$ cat src/rtl/multicycle_control_fsm_if.sv
// Control bundle between the multicycle sequencer (master) and the datapath (slave).
// Carries the IR opcode, ALU/memory status and every datapath control line.
interface multicycle_control_fsm_if #(
    parameter int CNT_W = 32
);
    logic [5:0]       opcode;
    logic             zero;
    logic             mem_ready;
    logic             pc_en;
    logic             pc_write;
    logic             pc_write_cond;
    logic [1:0]       pc_source;
    logic             i_or_d;
    logic             mem_read;
    logic             mem_write;
    logic             ir_write;
    logic             mem_to_reg;
    logic             reg_dst;
    logic             reg_write;
    logic             alu_src_a;
    logic [1:0]       alu_src_b;
    logic [1:0]       alu_op;
    logic             illegal_op;
    logic [CNT_W-1:0] instr_count;

    modport master (
        input  opcode, zero, mem_ready,
        output pc_en, pc_write, pc_write_cond, pc_source, i_or_d, mem_read,
               mem_write, ir_write, mem_to_reg, reg_dst, reg_write, alu_src_a,
               alu_src_b, alu_op, illegal_op, instr_count
    );

    modport slave (
        output opcode, zero, mem_ready,
        input  pc_en, pc_write, pc_write_cond, pc_source, i_or_d, mem_read,
               mem_write, ir_write, mem_to_reg, reg_dst, reg_write, alu_src_a,
               alu_src_b, alu_op, illegal_op, instr_count
    );
endinterface

$ cat src/rtl/multicycle_control_fsm.sv
// Main sequencer of the multicycle MIPS-subset datapath: fetch/decode/execute/memory/writeback.
// Optional BNE_SUPPORT_EN macro adds opcode 000101 (BNE) as a branch taken on ~zero.
module multicycle_control_fsm #(
    parameter int CNT_W = 32
) (
    input  logic                     clk,
    input  logic                     reset_n,
    multicycle_control_fsm_if.master ctrl
);

    localparam logic [5:0] OP_R    = 6'b000000;
    localparam logic [5:0] OP_LW   = 6'b100011;
    localparam logic [5:0] OP_SW   = 6'b101011;
    localparam logic [5:0] OP_BEQ  = 6'b000100;
    localparam logic [5:0] OP_J    = 6'b000010;
    localparam logic [5:0] OP_ADDI = 6'b001000;
`ifdef BNE_SUPPORT_EN
    localparam logic [5:0] OP_BNE  = 6'b000101;
`endif

    typedef enum logic [3:0] {
        S_IDLE   = 4'd0,
        S_FETCH  = 4'd1,
        S_DECODE = 4'd2,
        S_MEMADR = 4'd3,
        S_MEMRD  = 4'd4,
        S_MEMWB  = 4'd5,
        S_MEMWR  = 4'd6,
        S_EXEC   = 4'd7,
        S_ALUWB  = 4'd8,
        S_ADDIEX = 4'd9,
        S_ADDIWB = 4'd10,
        S_BRANCH = 4'd11,
        S_JUMP   = 4'd12
    } state_t;

    state_t           state_reg;
    state_t           state_next;
    logic [CNT_W-1:0] count_reg;
    logic             illegal_reg;
    logic             illegal_next;
    logic             retire;
    logic             branch_taken;

`ifdef BNE_SUPPORT_EN
    // The opcode is not sampled in BRANCH, so the branch sense is latched at decode.
    logic bne_reg;

    always_ff @(posedge clk or negedge reset_n) begin
        if (!reset_n) begin
            bne_reg <= 1'b0;
        end else if (state_reg == S_DECODE) begin
            bne_reg <= (ctrl.opcode == OP_BNE);
        end
    end

    assign branch_taken = bne_reg ? ~ctrl.zero : ctrl.zero;
`else
    assign branch_taken = ctrl.zero;
`endif

    always_ff @(posedge clk or negedge reset_n) begin
        if (!reset_n) begin
            state_reg   <= S_IDLE;
            count_reg   <= '0;
            illegal_reg <= 1'b0;
        end else begin
            state_reg   <= state_next;
            illegal_reg <= illegal_next;
            if (retire) begin
                count_reg <= count_reg + 1'b1;
            end
        end
    end

    always_comb begin
        state_next   = S_FETCH;
        illegal_next = 1'b0;
        retire       = 1'b0;
        case (state_reg)
            S_IDLE:   state_next = S_FETCH;
            S_FETCH:  state_next = ctrl.mem_ready ? S_DECODE : S_FETCH;
            S_DECODE: begin
                case (ctrl.opcode)
                    OP_R:    state_next = S_EXEC;
                    OP_LW:   state_next = S_MEMADR;
                    OP_SW:   state_next = S_MEMADR;
                    OP_BEQ:  state_next = S_BRANCH;
`ifdef BNE_SUPPORT_EN
                    OP_BNE:  state_next = S_BRANCH;
`endif
                    OP_J:    state_next = S_JUMP;
                    OP_ADDI: state_next = S_ADDIEX;
                    default: begin
                        state_next   = S_FETCH;
                        illegal_next = 1'b1;
                    end
                endcase
            end
            S_MEMADR: state_next = (ctrl.opcode == OP_SW) ? S_MEMWR : S_MEMRD;
            S_MEMRD:  state_next = ctrl.mem_ready ? S_MEMWB : S_MEMRD;
            S_MEMWR: begin
                state_next = ctrl.mem_ready ? S_FETCH : S_MEMWR;
                retire     = ctrl.mem_ready;
            end
            S_EXEC:   state_next = S_ALUWB;
            S_ADDIEX: state_next = S_ADDIWB;
            S_MEMWB, S_ALUWB, S_ADDIWB, S_BRANCH, S_JUMP: begin
                state_next = S_FETCH;
                retire     = 1'b1;
            end
            default:  state_next = S_FETCH;
        endcase
    end

    // Moore outputs; only the FETCH write enables look at mem_ready directly.
    always_comb begin
        ctrl.pc_write      = 1'b0;
        ctrl.pc_write_cond = 1'b0;
        ctrl.pc_source     = 2'b00;
        ctrl.i_or_d        = 1'b0;
        ctrl.mem_read      = 1'b0;
        ctrl.mem_write     = 1'b0;
        ctrl.ir_write      = 1'b0;
        ctrl.mem_to_reg    = 1'b0;
        ctrl.reg_dst       = 1'b0;
        ctrl.reg_write     = 1'b0;
        ctrl.alu_src_a     = 1'b0;
        ctrl.alu_src_b     = 2'b00;
        ctrl.alu_op        = 2'b00;
        case (state_reg)
            S_FETCH: begin
                ctrl.mem_read  = 1'b1;
                ctrl.alu_src_b = 2'b01;
                ctrl.ir_write  = ctrl.mem_ready;
                ctrl.pc_write  = ctrl.mem_ready;
            end
            S_DECODE: ctrl.alu_src_b = 2'b11;
            S_MEMADR, S_ADDIEX: begin
                ctrl.alu_src_a = 1'b1;
                ctrl.alu_src_b = 2'b10;
            end
            S_MEMRD: begin
                ctrl.mem_read = 1'b1;
                ctrl.i_or_d   = 1'b1;
            end
            S_MEMWB: begin
                ctrl.reg_write  = 1'b1;
                ctrl.mem_to_reg = 1'b1;
            end
            S_MEMWR: begin
                ctrl.mem_write = 1'b1;
                ctrl.i_or_d    = 1'b1;
            end
            S_EXEC: begin
                ctrl.alu_src_a = 1'b1;
                ctrl.alu_op    = 2'b10;
            end
            S_ALUWB: begin
                ctrl.reg_write = 1'b1;
                ctrl.reg_dst   = 1'b1;
            end
            S_ADDIWB: ctrl.reg_write = 1'b1;
            S_BRANCH: begin
                ctrl.alu_src_a     = 1'b1;
                ctrl.alu_op        = 2'b01;
                ctrl.pc_write_cond = 1'b1;
                ctrl.pc_source     = 2'b01;
            end
            S_JUMP: begin
                ctrl.pc_write  = 1'b1;
                ctrl.pc_source = 2'b10;
            end
            default: ;
        endcase
    end

    assign ctrl.pc_en       = ctrl.pc_write | (ctrl.pc_write_cond & branch_taken);
    assign ctrl.illegal_op  = illegal_reg;
    assign ctrl.instr_count = count_reg;

endmodule
$ cat src/flat_wrapper.sv
// flat-port wrapper written by rule: the top's interface ports become plain ports
module multicycle_control_fsm_flat 
#(
    parameter int CNT_W = 32
)
  (clk, reset_n, ctrl_opcode, ctrl_zero, ctrl_mem_ready, ctrl_pc_en, ctrl_pc_write, ctrl_pc_write_cond, ctrl_pc_source, ctrl_i_or_d, ctrl_mem_read, ctrl_mem_write, ctrl_ir_write, ctrl_mem_to_reg, ctrl_reg_dst, ctrl_reg_write, ctrl_alu_src_a, ctrl_alu_src_b, ctrl_alu_op, ctrl_illegal_op, ctrl_instr_count);
  multicycle_control_fsm_if #(.CNT_W(CNT_W)) ctrl_i ();
  input  logic clk;
  input  logic reset_n;
  input wire logic [$bits(ctrl_i.opcode)-1:0] ctrl_opcode;
  input wire logic [$bits(ctrl_i.zero)-1:0] ctrl_zero;
  input wire logic [$bits(ctrl_i.mem_ready)-1:0] ctrl_mem_ready;
  output wire logic [$bits(ctrl_i.pc_en)-1:0] ctrl_pc_en;
  output wire logic [$bits(ctrl_i.pc_write)-1:0] ctrl_pc_write;
  output wire logic [$bits(ctrl_i.pc_write_cond)-1:0] ctrl_pc_write_cond;
  output wire logic [$bits(ctrl_i.pc_source)-1:0] ctrl_pc_source;
  output wire logic [$bits(ctrl_i.i_or_d)-1:0] ctrl_i_or_d;
  output wire logic [$bits(ctrl_i.mem_read)-1:0] ctrl_mem_read;
  output wire logic [$bits(ctrl_i.mem_write)-1:0] ctrl_mem_write;
  output wire logic [$bits(ctrl_i.ir_write)-1:0] ctrl_ir_write;
  output wire logic [$bits(ctrl_i.mem_to_reg)-1:0] ctrl_mem_to_reg;
  output wire logic [$bits(ctrl_i.reg_dst)-1:0] ctrl_reg_dst;
  output wire logic [$bits(ctrl_i.reg_write)-1:0] ctrl_reg_write;
  output wire logic [$bits(ctrl_i.alu_src_a)-1:0] ctrl_alu_src_a;
  output wire logic [$bits(ctrl_i.alu_src_b)-1:0] ctrl_alu_src_b;
  output wire logic [$bits(ctrl_i.alu_op)-1:0] ctrl_alu_op;
  output wire logic [$bits(ctrl_i.illegal_op)-1:0] ctrl_illegal_op;
  output wire logic [$bits(ctrl_i.instr_count)-1:0] ctrl_instr_count;
  assign ctrl_i.opcode = ctrl_opcode;
  assign ctrl_i.zero = ctrl_zero;
  assign ctrl_i.mem_ready = ctrl_mem_ready;
  assign ctrl_pc_en = ctrl_i.pc_en;
  assign ctrl_pc_write = ctrl_i.pc_write;
  assign ctrl_pc_write_cond = ctrl_i.pc_write_cond;
  assign ctrl_pc_source = ctrl_i.pc_source;
  assign ctrl_i_or_d = ctrl_i.i_or_d;
  assign ctrl_mem_read = ctrl_i.mem_read;
  assign ctrl_mem_write = ctrl_i.mem_write;
  assign ctrl_ir_write = ctrl_i.ir_write;
  assign ctrl_mem_to_reg = ctrl_i.mem_to_reg;
  assign ctrl_reg_dst = ctrl_i.reg_dst;
  assign ctrl_reg_write = ctrl_i.reg_write;
  assign ctrl_alu_src_a = ctrl_i.alu_src_a;
  assign ctrl_alu_src_b = ctrl_i.alu_src_b;
  assign ctrl_alu_op = ctrl_i.alu_op;
  assign ctrl_illegal_op = ctrl_i.illegal_op;
  assign ctrl_instr_count = ctrl_i.instr_count;
  multicycle_control_fsm #(.CNT_W(CNT_W)) u_core (.clk(clk), .reset_n(reset_n), .ctrl(ctrl_i));
endmodule
$ cat config.mk
export PLATFORM = sky130hd
export DESIGN_NAME = multicycle_control_fsm_flat
export DESIGN_NICKNAME = d
export VERILOG_FILES = /design/src/rtl/multicycle_control_fsm_if.sv /design/src/rtl/multicycle_control_fsm.sv /design/src/flat_wrapper.sv
export SDC_FILE = /design/constraint.sdc
export NUM_CORES = 1
export LEC_CHECK = 0
export BUFFER_PORTS_ARGS = -buffer_cell sky130_fd_sc_hd__buf_2
export CORE_UTILIZATION = 40
export DETAILED_ROUTE_END_ITERATION = 6
export GPL_ROUTABILITY_DRIVEN = 0
export PLACE_DENSITY = 0.73
export SLEW_MARGIN = 20
export SYNTH_ARGS = -nofsm -noshare
export SYNTH_HDL_FRONTEND = slang
export SYNTH_SLANG_ARGS = --single-unit
$ cat constraint.sdc
create_clock -name clk -period 2.18 [get_ports clk]
set_clock_uncertainty 0.2 [all_clocks]
set_input_delay 0 -clock clk [delete_from_list [all_inputs] [get_ports clk]]
set_output_delay 0 -clock clk [all_outputs]
set_load 0.01 [all_outputs]
==> impl_metrics.env <==
export IMPL_cts_sinks=37
export IMPL_hp_class="input pin to register"
export IMPL_path_delay_family="buffers and inverters"
export IMPL_cp_num_buf_inv=3
export IMPL_post_dp_cell_area_sq_um=2420
export IMPL_yosysUniqueCellTypes=41
export IMPL_area_delta_synth_final_pct=29.1
export IMPL_critPathKind="input pin to register"
export IMPL_syn_inst=214
export IMPL_track_usage_pct=17.2
export IMPL_synth_top_cell_by_area="dfrtp_1"
export IMPL_slowest_stage="dlygate4sd3_1"
export IMPL_crit_top_cell="dlygate4sd3_1"
export IMPL_wl_mm=4.31
export IMPL_max_stage_delay_ps=560
export IMPL_synth_warnings=0
export IMPL_finalCriticalPeriod_ps=2140
export IMPL_power_leakage_nw=1.33
export IMPL_clk_pin_slew_ps=70
export IMPL_antenna_found_initial=0
export IMPL_ys_ff_latch=37
export IMPL_slew_viol_final=0
export IMPL_max_vdd_ir_drop_uv=523
export IMPL_cts_tree="done"
export IMPL_syn_nets=225
export IMPL_clk_latency_ps=280
export IMPL_path_cells="dlygate4sd3_1 -> buf_2 -> or3_1 -> dlygate4sd3_1 -> or3b_2 -> nand2_1"
export IMPL_startpoint="ctrl_opcode[4]"
export IMPL_drv_cap=0
export IMPL_grt_start_max_net_pins=38
export IMPL_route_vias_total=1747
export IMPL_dp_hpwl_mm=3.16
export IMPL_netlist_area_sq_um=2040
export IMPL_drc=0
export IMPL_comb_power_share_pct=38.3
export IMPL_status="completed"
export IMPL_max_freq_mhz=467
export IMPL_crit_required_ps=2200
export IMPL_cts_buffers=5
export IMPL_finalSetupTns_ps=0
export IMPL_final_area_sq_um=2630
export IMPL_synth_area_per_cell_sq_um=9.53
export IMPL_largest_reg_flops=32
export IMPL_port_buffers=59
export IMPL_r2r_start="u_core.state_reg[3]$_DFF_PN0_"
export IMPL_p_clk_share_pct=21.5
export IMPL_nFillCells=465
export IMPL_fp_dieH_microns=73.4
export IMPL_ios=60
export IMPL_end_kind="register"
export IMPL_seqCellArea_sq_um=926
export IMPL_drtIter0Drc=49
export IMPL_yosysSeqAreaShare_pct=45.4
export IMPL_final_cell_mix="59 x buf_2, 37 x dfrtp_1, 24 x nand2_1, 24 x nor2_1, 18 x xnor2_1"
export IMPL_rows=25
export IMPL_critPathArrivalTime_ps=2160
export IMPL_die_w_microns=73.4
export IMPL_die_area_sq_um=5390
export IMPL_setup_violations_final=0
export IMPL_drive_gt1_share_pct=30.0
export IMPL_multi_input_area_sq_um=1070
export IMPL_worstSetupStartpointType="input pin"
export IMPL_hp_start="ctrl_opcode[5]"
export IMPL_core_area_sq_um=4820
export IMPL_final_antenna_net_count=0
export IMPL_finalCritPeriodShare_pct=98.2
export IMPL_root_buffer="clkbuf_8"
export IMPL_synthTopCellsByArea="dfrtp_1 45%, xnor2_1 7.7%, xor2_1 6.9%"
export IMPL_p_int_mw=1.34
export IMPL_clock_path_buffers=2
export IMPL_power_density_nw_per_um2=813
export IMPL_swShare_pct=37.3
export IMPL_diodes=0
export IMPL_grt_pass1_vias=1574
export IMPL_h_tree_depth=2
export IMPL_dr_pass1_iters=4
export IMPL_worst_slew_pin_slew_ps=779
export IMPL_seqPwrFrac_pct=40.2
export IMPL_max_slew_margin_pct=48.1
export IMPL_yosysTopAreaCellShare_pct=45.4
export IMPL_wire_per_inst_microns=12.1
export IMPL_setup_slack_ps=38.7
export IMPL_final_common_cell="buf_2"
export IMPL_overflow=0
export IMPL_power_switching_mw=0.799
export IMPL_vias_per_cell=4.89
export IMPL_post_place_ws_ps=179
export IMPL_hold_viol=0
export IMPL_start_util_pct=42.3
export IMPL_grt_pass1_wl_mm=7.17
export IMPL_crit_fanout=3
export IMPL_final_nets=300
power by group through the flow:
| stage | sequential [mW] | clock (mW) | combinational [mW] |
|---|---|---|---|
| final | 0.860 | 0.461 | 0.819 |
| after floorplan | 0.875 | 0 | 0.488 |
| after global placement | 0.868 | 0 | 0.767 |
| after detailed placement | 0.873 | 0 | 0.779 |
| after global routing | 0.875 | 0.504 | 0.913 |
| after CTS | 0.860 | 0.472 | 0.815 |
stage by stage:
stage          hold slack (ps)  total power [mW]  std cells  util [%]
3_5_place_dp             -65.6              1.65        338      50.2
3_3_place_gp             -61.8              1.63        338      50.2
5_1_grt                   85.9              2.29        357      54.6
4_1_cts                   61.2              2.15        357      54.3
6_report                  63.9              2.14        357      54.6
2_1_floorplan             -496              1.36        214         -
final timing paths:
check	end	slack, ps	cells past startpoint
max reg2reg	u_core.state_reg[1]$_DFF_PN0_	120	6
max	u_core.state_reg[3]$_DFF_PN0_	40	6
min reg2reg	u_core.ctrl.instr_count[31]$_DFFE_PN0P_	270	1
min	u_core.state_reg[1]$_DFF_PN0_	60	6
max in group asynchronous	u_core.ctrl.instr_count[17]$_DFFE_PN0P_	1160	2
min in group asynchronous	u_core.ctrl.instr_count[9]$_DFFE_PN0P_	130	2
worst reg2reg max path, stage by stage (launching register included):
cell	delay, ps
dfrtp_1	410
buf_4	190
nor2_1	210
nor4b_2	240
nand4_1	110
dlygate4sd3_1	560
nand3_1	70
cell type report:
cell class | count | area share, %
clock buffers | 5 | 2.61
clock inverters | 3 | 0.665
inverters | 5 | 0.713
multi-input cells | 164 | 40.5
flip-flops and latches | 37 | 35.2
well taps | 67 | 3.18
repair buffers | 76 | 17.1
layer usage:
layer	vias up	part of all wire (%)	track usage, %
li1	889	-	-
met1	819	47	22.5
met2	35	47	28.0
met3	4	4.1	4.25
met4	0	1.1	5.77
met5	-	0	0
kinds of logic after synthesis:
| group | count (synthesis) | synth area share (%) |
|---|---|---|
| flops | 37 | 45.4 |
| buf+inv | 13 | 3.13 |
| simple gates | 105 | 27.6 |
| compound gates | 24 | 8.65 |
| fa+ha+maj | 1 | 0.613 |
| xor+xnor | 34 | 14.6 |
Yosys cell counts:
cell type	number
a21boi_0	2
a21o_1	3
a21oi_1	5
a21oi_2	1
a31oi_1	1
and3_1	3
and3_2	1
and4_1	1
and4bb_2	1
buf_1	1
buf_4	4
clkbuf_1	3
dfrtp_1	37
ha_1	1
inv_1	5
nand2_1	24
nand2b_1	6
nand3_1	11
nand3_2	1
nand3b_1	1
nand4_1	7
nand4b_1	2
nor2_1	24
nor2b_1	2
nor3_1	10
nor3_2	3
nor4_1	2
nor4_4	1
nor4b_1	1
o2111ai_2	1
o2111ai_4	1
o21a_1	1
o21ai_0	6
o22ai_1	2
o31ai_1	1
or2_2	1
or3_1	1
or3b_2	1
or4_1	1
xnor2_1	18
xor2_1	16
what timing repair did:
action / in CTS / in global routing
endpoints found under the hold margin: 42 / 0
hold buffers: 11 / 0
setup buffers: 0 / 0
setup endpoints to repair: 0 / 2
gates resized for setup: 0 / 3
Power figures use the tool's default switching activity.
